==> src/rtl/uart_ctrl_cfg_pkg.sv <==
// UART controller shared definitions: parity-mode encodings,
// FSM state encodings, oversample tick constants and a parity helper.
package uart_ctrl_cfg_pkg;

    localparam logic [1:0] PAR_NONE = 2'b00;
    localparam logic [1:0] PAR_EVEN = 2'b01;
    localparam logic [1:0] PAR_ODD  = 2'b10;

    localparam logic [2:0] ST_IDLE  = 3'd0;
    localparam logic [2:0] ST_START = 3'd1;
    localparam logic [2:0] ST_DATA  = 3'd2;
    localparam logic [2:0] ST_PAR   = 3'd3;
    localparam logic [2:0] ST_STOP  = 3'd4;

    // Mid-bit tick (start-bit check) and last tick of a 16-tick bit.
    localparam logic [3:0] TICK_MID = 4'd7;
    localparam logic [3:0] TICK_END = 4'd15;

    // Mode 2'b11 behaves as "no parity".
    function automatic logic par_en(input logic [1:0] m);
        return (m != PAR_NONE) && (m != 2'b11);
    endfunction

endpackage

==> src/rtl/uart_fifo.sv <==
// First-word-fall-through FIFO, DEPTH = 2**AW, width DW.
// Ports: i_clk, i_reset (async, active-low), i_wr/i_w_data, i_rd, o_r_data, o_empty, o_full.
module uart_fifo #(
    parameter int DW = 8,
    parameter int AW = 2
) (
    input  logic          i_clk,
    input  logic          i_reset,
    input  logic          i_wr,
    input  logic [DW-1:0] i_w_data,
    input  logic          i_rd,
    output logic [DW-1:0] o_r_data,
    output logic          o_empty,
    output logic          o_full
);

    localparam int PW = AW + 1;

    logic [DW-1:0] mem_q [2**AW];
    logic [PW-1:0] wp_q, wp_d, rp_q, rp_d;
    logic          do_wr, do_rd;

    // Extra pointer MSB distinguishes full from empty.
    assign o_empty = (wp_q == rp_q);
    assign o_full  = (wp_q[AW] != rp_q[AW]) &&
                     (wp_q[AW-1:0] == rp_q[AW-1:0]);

    // A read in the same cycle frees a slot for a write when full.
    assign do_wr = i_wr && (!o_full || i_rd);
    assign do_rd = i_rd && !o_empty;

    assign wp_d = do_wr ? wp_q + PW'(1) : wp_q;
    assign rp_d = do_rd ? rp_q + PW'(1) : rp_q;

    assign o_r_data = o_empty ? '0 : mem_q[rp_q[AW-1:0]];

    always_ff @(posedge i_clk or negedge i_reset) begin
        if (!i_reset) begin
            wp_q <= '0;
            rp_q <= '0;
        end else begin
            wp_q <= wp_d;
            rp_q <= rp_d;
        end
    end

    always_ff @(posedge i_clk) begin
        if (do_wr) mem_q[wp_q[AW-1:0]] <= i_w_data;
    end

endmodule

==> src/rtl/uart_ctrl_cfg.sv <==
// Configurable UART: 16x oversampled RX/TX, RX/TX FIFOs, runtime baud divisor,
// parity/stop selection and sticky RX error flags.
// Ports: i_clk, i_reset (async active-low), i_dvsr, i_par_mode, i_stop2,
//  i_wr_uart/i_w_data, i_rd_uart, i_clr_err, i_rx, o_tx, o_r_data,
//  o_rx_empty, o_tx_full, o_tx_idle, o_par_err, o_frame_err, o_overrun.
// UART_LOOPBACK_EN: adds i_loopback; when 1 RX listens to TX and o_tx is held 1.
module uart_ctrl_cfg
    import uart_ctrl_cfg_pkg::*;
#(
    parameter int DBIT     = 8,
    parameter int SB_TICK  = 16,
    parameter int DVSR_BIT = 8,
    parameter int FIFO_W   = 2
) (
    input  logic                i_clk,
    input  logic                i_reset,
    input  logic [DVSR_BIT-1:0] i_dvsr,
    input  logic [1:0]          i_par_mode,
    input  logic                i_stop2,
    input  logic                i_wr_uart,
    input  logic [DBIT-1:0]     i_w_data,
    input  logic                i_rd_uart,
    input  logic                i_clr_err,
`ifdef UART_LOOPBACK_EN
    input  logic                i_loopback,
`endif
    input  logic                i_rx,
    output logic                o_tx,
    output logic [DBIT-1:0]     o_r_data,
    output logic                o_rx_empty,
    output logic                o_tx_full,
    output logic                o_tx_idle,
    output logic                o_par_err,
    output logic                o_frame_err,
    output logic                o_overrun
);

    localparam int NW  = (DBIT > 2) ? $clog2(DBIT) : 1;
    localparam int SWC = $clog2(2 * SB_TICK);
    localparam int SW  = (SWC > 5) ? SWC : 5;

    function automatic logic calc_par(input logic [DBIT-1:0] d,
                                      input logic [1:0] m);
        return (m == PAR_ODD) ? ~^d : ^d;
    endfunction

    // Baud tick
    logic [DVSR_BIT-1:0] cnt_q, cnt_d;
    logic                tick;

    assign tick  = (cnt_q == i_dvsr);
    assign cnt_d = tick ? '0 : cnt_q + DVSR_BIT'(1);

    // RX state
    logic [2:0]      rst_q, rst_d;
    logic [3:0]      rs_q, rs_d;
    logic [NW-1:0]   rn_q, rn_d;
    logic [DBIT-1:0] rb_q, rb_d;
    logic            rpar_q, rpar_d;
    logic [1:0]      rmode_q, rmode_d;
    logic            rx_in, rx_push, rx_full;

    // TX state
    logic [2:0]      tst_q, tst_d;
    logic [SW-1:0]   ts_q, ts_d;
    logic [NW-1:0]   tn_q, tn_d;
    logic [DBIT-1:0] tb_q, tb_d;
    logic            tpar_q, tpar_d;
    logic [1:0]      tmode_q, tmode_d;
    logic            tstop2_q, tstop2_d;
    logic            tx_q, tx_d;
    logic            tx_pop, tx_empty;
    logic [DBIT-1:0] tx_head;
    logic [SW-1:0]   stop_last;

    // Error flags
    logic par_err_q, par_err_d;
    logic frame_err_q, frame_err_d;
    logic overrun_q, overrun_d;
    logic par_set, frame_set, ovr_set;

`ifdef UART_LOOPBACK_EN
    assign rx_in = i_loopback ? tx_q : i_rx;
    assign o_tx  = i_loopback ? 1'b1 : tx_q;
`else
    assign rx_in = i_rx;
    assign o_tx  = tx_q;
`endif

    always_comb begin
        rst_d   = rst_q;
        rs_d    = rs_q;
        rn_d    = rn_q;
        rb_d    = rb_q;
        rpar_d  = rpar_q;
        rmode_d = rmode_q;
        rx_push = 1'b0;
        unique case (rst_q)
            ST_IDLE: begin
                if (!rx_in) begin
                    rst_d   = ST_START;
                    rs_d    = '0;
                    rmode_d = i_par_mode;
                end
            end
            ST_START: begin
                if (tick) begin
                    if (rs_q == TICK_MID) begin
                        // Line went high again: treat as a glitch.
                        rst_d = rx_in ? ST_IDLE : ST_DATA;
                        rs_d  = '0;
                        rn_d  = '0;
                    end else begin
                        rs_d = rs_q + 4'd1;
                    end
                end
            end
            ST_DATA: begin
                if (tick) begin
                    if (rs_q == TICK_END) begin
                        rs_d = '0;
                        rb_d = {rx_in, rb_q[DBIT-1:1]};
                        if (rn_q == NW'(DBIT - 1))
                            rst_d = par_en(rmode_q) ? ST_PAR : ST_STOP;
                        else
                            rn_d = rn_q + NW'(1);
                    end else begin
                        rs_d = rs_q + 4'd1;
                    end
                end
            end
            ST_PAR: begin
                if (tick) begin
                    if (rs_q == TICK_END) begin
                        rs_d   = '0;
                        rpar_d = rx_in;
                        rst_d  = ST_STOP;
                    end else begin
                        rs_d = rs_q + 4'd1;
                    end
                end
            end
            ST_STOP: begin
                if (tick) begin
                    if (rs_q == TICK_END) begin
                        rx_push = 1'b1;
                        rst_d   = ST_IDLE;
                    end else begin
                        rs_d = rs_q + 4'd1;
                    end
                end
            end
            default: rst_d = ST_IDLE;
        endcase
    end

    // Errors are judged on the push attempt; the word is kept regardless.
    assign par_set   = rx_push && par_en(rmode_q) &&
                       (rpar_q != calc_par(rb_q, rmode_q));
    assign frame_set = rx_push && !rx_in;
    assign ovr_set   = rx_push && rx_full && !i_rd_uart;

    assign par_err_d   = (par_err_q   && !i_clr_err) || par_set;
    assign frame_err_d = (frame_err_q && !i_clr_err) || frame_set;
    assign overrun_d   = (overrun_q   && !i_clr_err) || ovr_set;

    assign stop_last = tstop2_q ? SW'(2 * SB_TICK - 1) : SW'(SB_TICK - 1);

    always_comb begin
        tst_d    = tst_q;
        ts_d     = ts_q;
        tn_d     = tn_q;
        tb_d     = tb_q;
        tpar_d   = tpar_q;
        tmode_d  = tmode_q;
        tstop2_d = tstop2_q;
        tx_d     = tx_q;
        tx_pop   = 1'b0;
        unique case (tst_q)
            ST_IDLE: begin
                tx_d = 1'b1;
                if (!tx_empty) begin
                    tx_pop   = 1'b1;
                    tst_d    = ST_START;
                    ts_d     = '0;
                    tb_d     = tx_head;
                    tmode_d  = i_par_mode;
                    tstop2_d = i_stop2;
                    tpar_d   = calc_par(tx_head, i_par_mode);
                    tx_d     = 1'b0;
                end
            end
            ST_START: begin
                if (tick) begin
                    if (ts_q == SW'(TICK_END)) begin
                        tst_d = ST_DATA;
                        ts_d  = '0;
                        tn_d  = '0;
                        tx_d  = tb_q[0];
                    end else begin
                        ts_d = ts_q + SW'(1);
                    end
                end
            end
            ST_DATA: begin
                if (tick) begin
                    if (ts_q == SW'(TICK_END)) begin
                        ts_d = '0;
                        tb_d = tb_q >> 1;
                        if (tn_q == NW'(DBIT - 1)) begin
                            if (par_en(tmode_q)) begin
                                tst_d = ST_PAR;
                                tx_d  = tpar_q;
                            end else begin
                                tst_d = ST_STOP;
                                tx_d  = 1'b1;
                            end
                        end else begin
                            tn_d = tn_q + NW'(1);
                            tx_d = tb_q[1];
                        end
                    end else begin
                        ts_d = ts_q + SW'(1);
                    end
                end
            end
            ST_PAR: begin
                if (tick) begin
                    if (ts_q == SW'(TICK_END)) begin
                        tst_d = ST_STOP;
                        ts_d  = '0;
                        tx_d  = 1'b1;
                    end else begin
                        ts_d = ts_q + SW'(1);
                    end
                end
            end
            ST_STOP: begin
                if (tick) begin
                    if (ts_q == stop_last) tst_d = ST_IDLE;
                    else ts_d = ts_q + SW'(1);
                end
            end
            default: begin
                tst_d = ST_IDLE;
                tx_d  = 1'b1;
            end
        endcase
    end

    always_ff @(posedge i_clk or negedge i_reset) begin
        if (!i_reset) begin
            cnt_q       <= '0;
            rst_q       <= ST_IDLE;
            rs_q        <= '0;
            rn_q        <= '0;
            rb_q        <= '0;
            rpar_q      <= 1'b0;
            rmode_q     <= PAR_NONE;
            tst_q       <= ST_IDLE;
            ts_q        <= '0;
            tn_q        <= '0;
            tb_q        <= '0;
            tpar_q      <= 1'b0;
            tmode_q     <= PAR_NONE;
            tstop2_q    <= 1'b0;
            tx_q        <= 1'b1;
            par_err_q   <= 1'b0;
            frame_err_q <= 1'b0;
            overrun_q   <= 1'b0;
        end else begin
            cnt_q       <= cnt_d;
            rst_q       <= rst_d;
            rs_q        <= rs_d;
            rn_q        <= rn_d;
            rb_q        <= rb_d;
            rpar_q      <= rpar_d;
            rmode_q     <= rmode_d;
            tst_q       <= tst_d;
            ts_q        <= ts_d;
            tn_q        <= tn_d;
            tb_q        <= tb_d;
            tpar_q      <= tpar_d;
            tmode_q     <= tmode_d;
            tstop2_q    <= tstop2_d;
            tx_q        <= tx_d;
            par_err_q   <= par_err_d;
            frame_err_q <= frame_err_d;
            overrun_q   <= overrun_d;
        end
    end

    assign o_par_err   = par_err_q;
    assign o_frame_err = frame_err_q;
    assign o_overrun   = overrun_q;
    assign o_tx_idle   = (tst_q == ST_IDLE) && tx_empty;

    uart_fifo #(.DW(DBIT), .AW(FIFO_W)) u_rx_fifo (
        .i_clk    (i_clk),
        .i_reset  (i_reset),
        .i_wr     (rx_push),
        .i_w_data (rb_q),
        .i_rd     (i_rd_uart),
        .o_r_data (o_r_data),
        .o_empty  (o_rx_empty),
        .o_full   (rx_full)
    );

    uart_fifo #(.DW(DBIT), .AW(FIFO_W)) u_tx_fifo (
        .i_clk    (i_clk),
        .i_reset  (i_reset),
        .i_wr     (i_wr_uart),
        .i_w_data (i_w_data),
        .i_rd     (tx_pop),
        .o_r_data (tx_head),
        .o_empty  (tx_empty),
        .o_full   (o_tx_full)
    );

endmodule

==> config.mk <==
export PLATFORM = sky130hd
export DESIGN_NAME = uart_ctrl_cfg
export DESIGN_NICKNAME = d
export VERILOG_FILES = /design/src/rtl/uart_ctrl_cfg_pkg.sv /design/src/rtl/uart_fifo.sv /design/src/rtl/uart_ctrl_cfg.sv
export SDC_FILE = /design/constraint.sdc
export NUM_CORES = 1
export LEC_CHECK = 0
export BUFFER_PORTS_ARGS = -buffer_cell sky130_fd_sc_hd__buf_2
export CORE_ASPECT_RATIO = 1.1
export CORE_MARGIN = 4
export CORE_UTILIZATION = 61
export DETAILED_ROUTE_END_ITERATION = 12
export GPL_TIMING_DRIVEN = 0
export PLACE_DENSITY = 0.88
export SLEW_MARGIN = 25
export SYNTH_ARGS = -nofsm -noshare
export SYNTH_HDL_FRONTEND = slang
export SYNTH_SLANG_ARGS = --single-unit
==> constraint.sdc <==
create_clock -name i_clk -period 2.8 [get_ports i_clk]
set_input_delay 0.56 -clock i_clk [delete_from_list [all_inputs] [get_ports i_clk]]
set_output_delay 0.56 -clock i_clk [all_outputs]
set_load 0.01 [all_outputs]
==> qor.yml, run 1 <==
status: "finished, final reports clean"
grtUsageTotal: 0.230
internal_power_mw: 3.95
grt_use_met1: 0.266
overflow: 0
clk_pin_slew_ns: 0.06
antenna_found_initial: 0
ys_top_cells_by_area: "edfxtp_1 30%, dfrtp_1 26%, mux4_2 5.6%"
power_frac_clock: 0.340
yosys.area.top_type: "edfxtp_1"
finalHoldViolations: 0
fin_crit_ns: 2.70
ys.flop_type: "dfrtp_1"
hold-worst-slack_ns: 0.256
syn_area_um2: 6400
ys_seq_area_frac: 0.567
p_sw_frac: 0.306
maxCapViolCount: 0
dr.first_iter.drc_count: 231
drt-total-wl_mm: 12.8
post-dp-hpwl_mm: 8.40
grt_max_degree: 40
use_met3: 0.0539
antenna_left: 0
cp-start-kind: "register"
ys_ff_latch: 132
tightest_slew_ns: 0.548
cp.required_ns: 2.24
critPathKind: "register to primary output"
fin_nets: 603
p_total_mw: 5.69
syn2layout_area_growth_pct: 14.7
synth_enable_flop_cells: 64
grt_pass1_wl_mm: 21.6
antenna_cells: 0
leakage_nw: 2.90
final_cells: 711
slew_violations: 0
gp_congestion: 0.894
busiest_layer: "met2"
fin_setup_tns_ns: 0
fp.dieH_um: 115
fin_util: 0.732
drcViolationCount: 0
power.density_nw_per_um2: 775
layout_common_cells: "67 x dfrtp_1, 64 x edfxtp_1, 42 x buf_2, 32 x nand2_1, 27 x xnor2_1"
final_common_cell: "dfrtp_1"
insertion_delay_ns: 0.52
combPwrFrac: 0.222
ios: 40
cts.sinks: 132
initial_core_util: 0.638
vias: 4237
hp-class: "input pin to register"
cts_tree: "built"
setup_viol: 0
avgViaCountPerCell: 5.96
cts_buffers: 17
synth_nets: 543
postSynthCellCount: 498
worst_setup_path_end_kind: "primary output"
synthArstFlopShare: 0.515
grt_pass1_vias: 4548
relSlewSlack: 0.630
switching_power_mw: 1.74
drive_gt1_frac: 0.235
placeableCoreArea_um2: 10000
clockBufferDepth: 2
cp.arrival_ns: 2.14
wl_per_cell_um: 18.0
ir_drop_uv: 725
synth_cell_types: 61
cts_root_buffer: "clkbuf_8"
r2r_setup_slack_ns: 0.27
ys_warn_count: 0
syn_area_per_cell_um2: 12.8
seq_power_share: 0.438
htreeDepth: 4
first_pass_iters: 6
dp_cells: 678
yosysTopAreaCellShare: 0.300
max_freq_mhz: 371
path_max_fanout: 10
finalClockSkew_ns: 0.00752
cts_setup_buffers: 0
fp.dieW_um: 106
rows: 38
use_met2: 0.412
rsz0062_at_grt: "no"
io_buffers: 39
die_area_um2: 12200
min_period_over_period: 0.963
-- path summary, 6_finish.rpt --
| path | start | end | cells past startpoint |
|---|---|---|---|
| max in group asynchronous | i_reset | tst_q[1]$_DFFE_PN0P_ | 3 |
| min in group asynchronous | i_reset | u_rx_fifo.rp_q[1]$_DFFE_PN0P_ | 2 |
| worst max-delay path | u_tx_fifo.rp_q[1]$_DFFE_PN0P_ | o_tx_idle | 6 |
| worst max register to register | cnt_q[5]$_DFF_PN0_ | u_rx_fifo.mem_q[2][3]$_DFFE_PP_ | 5 |
| worst min register to register | tb_q[2]$_DFFE_PN0P_ | tb_q[2]$_DFFE_PN0P_ | 2 |
| worst min-delay path | i_w_data[1] | u_tx_fifo.mem_q[1][1]$_DFFE_PP_ | 1 |
-- area by class of cell --
cell class / instances / area, um^2
sequential: 132 / 3620
clock inverter: 14 / 106
tap: 140 / 175
clock buffer: 18 / 418
multi-input combinational: 327 / 2600
timing repair buffer: 41 / 228
inverter: 18 / 67.6
fill: 618 / 2690
buffer: 21 / 116
-- kinds of logic (layout without fill, tap and decap cells) --
logic type,count (synthesis),count (layout),share of synthesized area
xor+xnor,50,50,0.0696
fa+ha+maj,20,20,0.0391
flops,132,132,0.567
simple gates,140,140,0.121
compound gates,81,81,0.0835
mux,36,36,0.0915
buf+inv,39,112,0.0284
-- worst max-delay path: stages, from the launching register on --
cell and delay (ns):
dfrtp_1 0.38, buf_4 0.19, xor2_1 0.19, or3_1 0.38, buf_2 0.19, nor2b_2 0.14, buf_2 0.14
-- layer usage --
layer / vias to the layer above / part of all wire
met2: 159 / 0.53
met5: - / 0
met3: 31 / 0.058
met1: 2098 / 0.38
met4: 0 / 0.028
li1: 1949 / -
-- registers in the layout, summed over array words and instances (netlist names), 2 cells and up --
name	flops
rmode_q	2
tn_q	3
rn_q	3
tst_q	3
u_rx_fifo.rp_q	3
ts_q	5
cnt_q	8
u_tx_fifo.rp_q	3
tmode_q	2
u_rx_fifo.mem_q	32
u_tx_fifo.mem_q	32
rb_q	8
rs_q	4
u_tx_fifo.wp_q	3
rst_q	3
tb_q	8
u_rx_fifo.wp_q	3
-- synth_stat cells (2+ instances only) --
master / instances
dfrtp_1: 67
edfxtp_1: 64
nand2_1: 32
xnor2_1: 27
o21ai_0: 26
xor2_1: 22
a21oi_1: 21
nor2_1: 21
ha_1: 20
mux2_2: 20
inv_1: 18
mux4_2: 16
nand3_1: 15
and2_1: 12
and3_1: 12
nor3_1: 12
clkbuf_1: 11
nor2b_1: 11
nand2b_1: 6
a22o_1: 4
buf_2: 4
a21o_1: 3
buf_6: 3
o31ai_1: 3
a211o_1: 2
a311oi_1: 2
a31oi_1: 2
buf_4: 2
nor3b_1: 2
nor4_4: 2
o211ai_1: 2
o22ai_1: 2
o32ai_1: 2
or3_1: 2
or4_1: 2
-- power by group through the flow --
stage / Sequential (mW) / Clock [mW] / Combinational, mW
2_1_floorplan: 2.46 / 0 / 0.939
3_3_place_gp: 2.49 / 0 / 1.18
5_1_grt: 2.52 / 2.07 / 1.42
3_5_place_dp: 2.52 / 0 / 1.25
6_report: 2.49 / 1.94 / 1.26
4_1_cts: 2.49 / 1.96 / 1.27
-- per-stage QoR --
step	setup slack, ns	area [um^2]
after floorplan	0.446	6400
after global placement	0.0200	6770
after detailed placement	-0.0385	6790
after CTS	0.0621	7330
after global routing	0.0268	7340
final	0.104	7340
-- what timing repair did --
action,in CTS,in global routing
gates resized for setup,2,3
endpoints found under the setup margin,9,17
endpoints found under the hold margin,28,0
hold buffers,1,0
No activity file was read; power rests on OpenSTA's default activity.
==> inputs of run 2 (changes only) <==
--- a/config.mk
+++ b/config.mk
@@ -7,7 +7,7 @@
 export LEC_CHECK = 0
 export BUFFER_PORTS_ARGS = -buffer_cell sky130_fd_sc_hd__buf_2
 export CORE_ASPECT_RATIO = 1.1
-export CORE_MARGIN = 4
+export CORE_MARGIN = 2
 export CORE_UTILIZATION = 61
 export DETAILED_ROUTE_END_ITERATION = 12
 export GPL_TIMING_DRIVEN = 0
==> qor.yml, run 2 (synthesized netlist as in run 1, its figures left out) <==
post-dp-hpwl_mm: 8.26  # was 8.40 mm
overflow: 0  # unchanged
gp_congestion: 0.902  # was 0.894
leakage_nw: 2.94  # was 2.90 nW
dr.first_iter.drc_count: 223  # was 231
grt_pass1_wl_mm: 21.2  # was 21.6 mm
clk_pin_slew_ns: 0.06  # about the same
min_period_over_period: 0.931  # was 0.963
initial_core_util: 0.621  # was 0.638
setup_slack_ns: 0.193  # was 0.104 ns
critPathKind: "register to register"  # was register to primary output
grt_max_degree: 51  # was 40
antenna_left: 0  # unchanged
cts_setup_buffers: 0  # unchanged
multi_input_area_um2: 2600  # about the same
final_cells: 712  # was 711
vias: 4234  # was 4237
pre_cts_slack_ns: -0.0562  # was -0.0385 ns
avgViaCountPerCell: 5.95  # was 5.96
hold_buffers: 0  # was 1
relSlewSlack: 0.519  # was 0.630
cts_root_buffer: "clkbuf_16"  # was clkbuf_8
placeableCoreArea_um2: 10300  # was 10000 um^2
wl_per_cell_um: 18.0  # about the same
finalHoldViolations: 0  # unchanged
htreeDepth: 4  # unchanged
io_buffers: 39  # unchanged
ir_drop_uv: 571  # was 725 uV
rsz0062_at_grt: "no"  # unchanged
fin_crit_ns: 2.61  # was 2.70 ns
insertion_delay_ns: 0.42  # was 0.52 ns
setup_viol: 0  # unchanged
worst_setup_path_end_kind: "register"  # was primary output
cp-start-kind: "register"  # unchanged
grt_pass1_vias: 4350  # was 4548
fp.dieH_um: 111  # was 115 um
fin_nets: 602  # was 603
fp.dieW_um: 102  # was 106 um
power.density_nw_per_um2: 817  # was 775 nW/um^2
drcViolationCount: 0  # unchanged
first_pass_iters: 5  # was 6
crit_slowest_cell: "o311ai_0"  # was dfrtp_1
hp-class: "input pin to async pin"  # was input pin to register
fin_setup_tns_ns: 0  # unchanged
path_max_fanout: 10  # unchanged
drive_gt1_frac: 0.230  # was 0.235
cts_resized: 1  # was 2
ios: 40  # unchanged
fin_util: 0.721  # was 0.732
status: "finished, final reports clean"  # unchanged
slew_violations: 0  # unchanged
layout_common_cells: "67 x dfrtp_1, 64 x edfxtp_1, 42 x buf_2, 32 x nand2_1, 27 x xnor2_1"  # unchanged
syn2layout_area_growth_pct: 16.1  # was 14.7%
finalClockSkew_ns: 0.00656  # was 0.00752 ns
cp.arrival_ns: 2.94  # was 2.14 ns
maxCapViolCount: 0  # unchanged
cp_top_family: "compound AO/OA/AOI/OAI gates"  # was buffers and inverters
drt-total-wl_mm: 12.8  # about the same
antenna_found_initial: 0  # unchanged
crit_path_cell_trace: "xor2_1 -> nor4_4 -> nand2_2 -> buf_6 -> o311ai_0 -> nand4b_1 -> a21oi_1"  # was buf_4 -> xor2_1 -> or3_1 -> buf_2 -> nor2b_2 -> buf_2
max_freq_mhz: 384  # was 371 MHz
tightest_slew_ns: 0.712  # was 0.548 ns
cts_tree: "built"  # unchanged
cp.required_ns: 3.13  # was 2.24 ns
crit_path_max_incr_delay_ns: 0.65  # was 0.38 ns
path_buf_inv: 1  # was 3
seqCellArea_um2: 3620  # unchanged
die_area_um2: 11300  # was 12200 um^2
rows: 39  # was 38
final_common_cell: "dfrtp_1"  # unchanged
grtUsageTotal: 0.245  # was 0.230
cts_buffers: 17  # unchanged
num-fill-cells: 655  # was 618
antenna_cells: 0  # unchanged
clockBufferDepth: 2  # unchanged
cts.sinks: 132  # unchanged
dp_cells: 681  # was 678
-- run 2: layout make-up --
class | count | area share
Buffer | 21 | 0.0157
Multi-Input combinational cell | 327 | 0.350
Tap cell | 143 | 0.0241
Inverter | 18 | 0.00910
Timing Repair Buffer | 40 | 0.0303
Sequential cell | 132 | 0.488
Clock inverter | 12 | 0.0243
Clock buffer | 19 | 0.0583
-- run 2: worst paths after layout --
path | start | endpoint | slack [ns] | cells past startpoint
worst max-delay path | cnt_q[1]$_DFF_PN0_ | tst_q[0]$_DFFE_PN0P_ | 0.19 | 7
worst min-delay path | i_reset | rst_q[2]$_DFFE_PN0P_ | 0.03 | 1
worst max register to register | cnt_q[1]$_DFF_PN0_ | tst_q[0]$_DFFE_PN0P_ | 0.19 | 7
worst min register to register | tb_q[6]$_DFFE_PN0P_ | tb_q[6]$_DFFE_PN0P_ | 0.49 | 2
max in group asynchronous | i_reset | o_tx$_DFFE_PN1P_ | 2.18 | 2
min in group i_clk | i_w_data[1] | u_tx_fifo.mem_q[3][1]$_DFFE_PP_ | 0.36 | 1
-- run 2: report_power, final --
part           total, mW  switching [mW]  leakage, nW  internal (mW)
Combinational       1.27           0.707         1.28          0.561
Sequential          2.49           0.197         1.37           2.30
Clock               2.30           0.817        0.294           1.49
Total               6.07            1.72         2.94           4.34
-- run 2: metrics by stage --
stage / total power, mW / area [um^2] / hold slack (ns)
floorplan: 3.40 / 6400 / 0.264
global placement: 3.67 / 6770 / 0.466
detailed placement: 3.76 / 6800 / 0.471
CTS: 6.09 / 7420 / 0.0313
global route: 6.35 / 7430 / 0.0392
finish: 6.07 / 7430 / 0.0283
-- run 2: metal layers --
layer  up-vias  global-route usage  wire, um
met5         -                   0         0
met4         0              0.0982       301
met3        39              0.0640       671
met2       161               0.418      6770
met1      2093               0.296      5060
li1       1941                   -         -
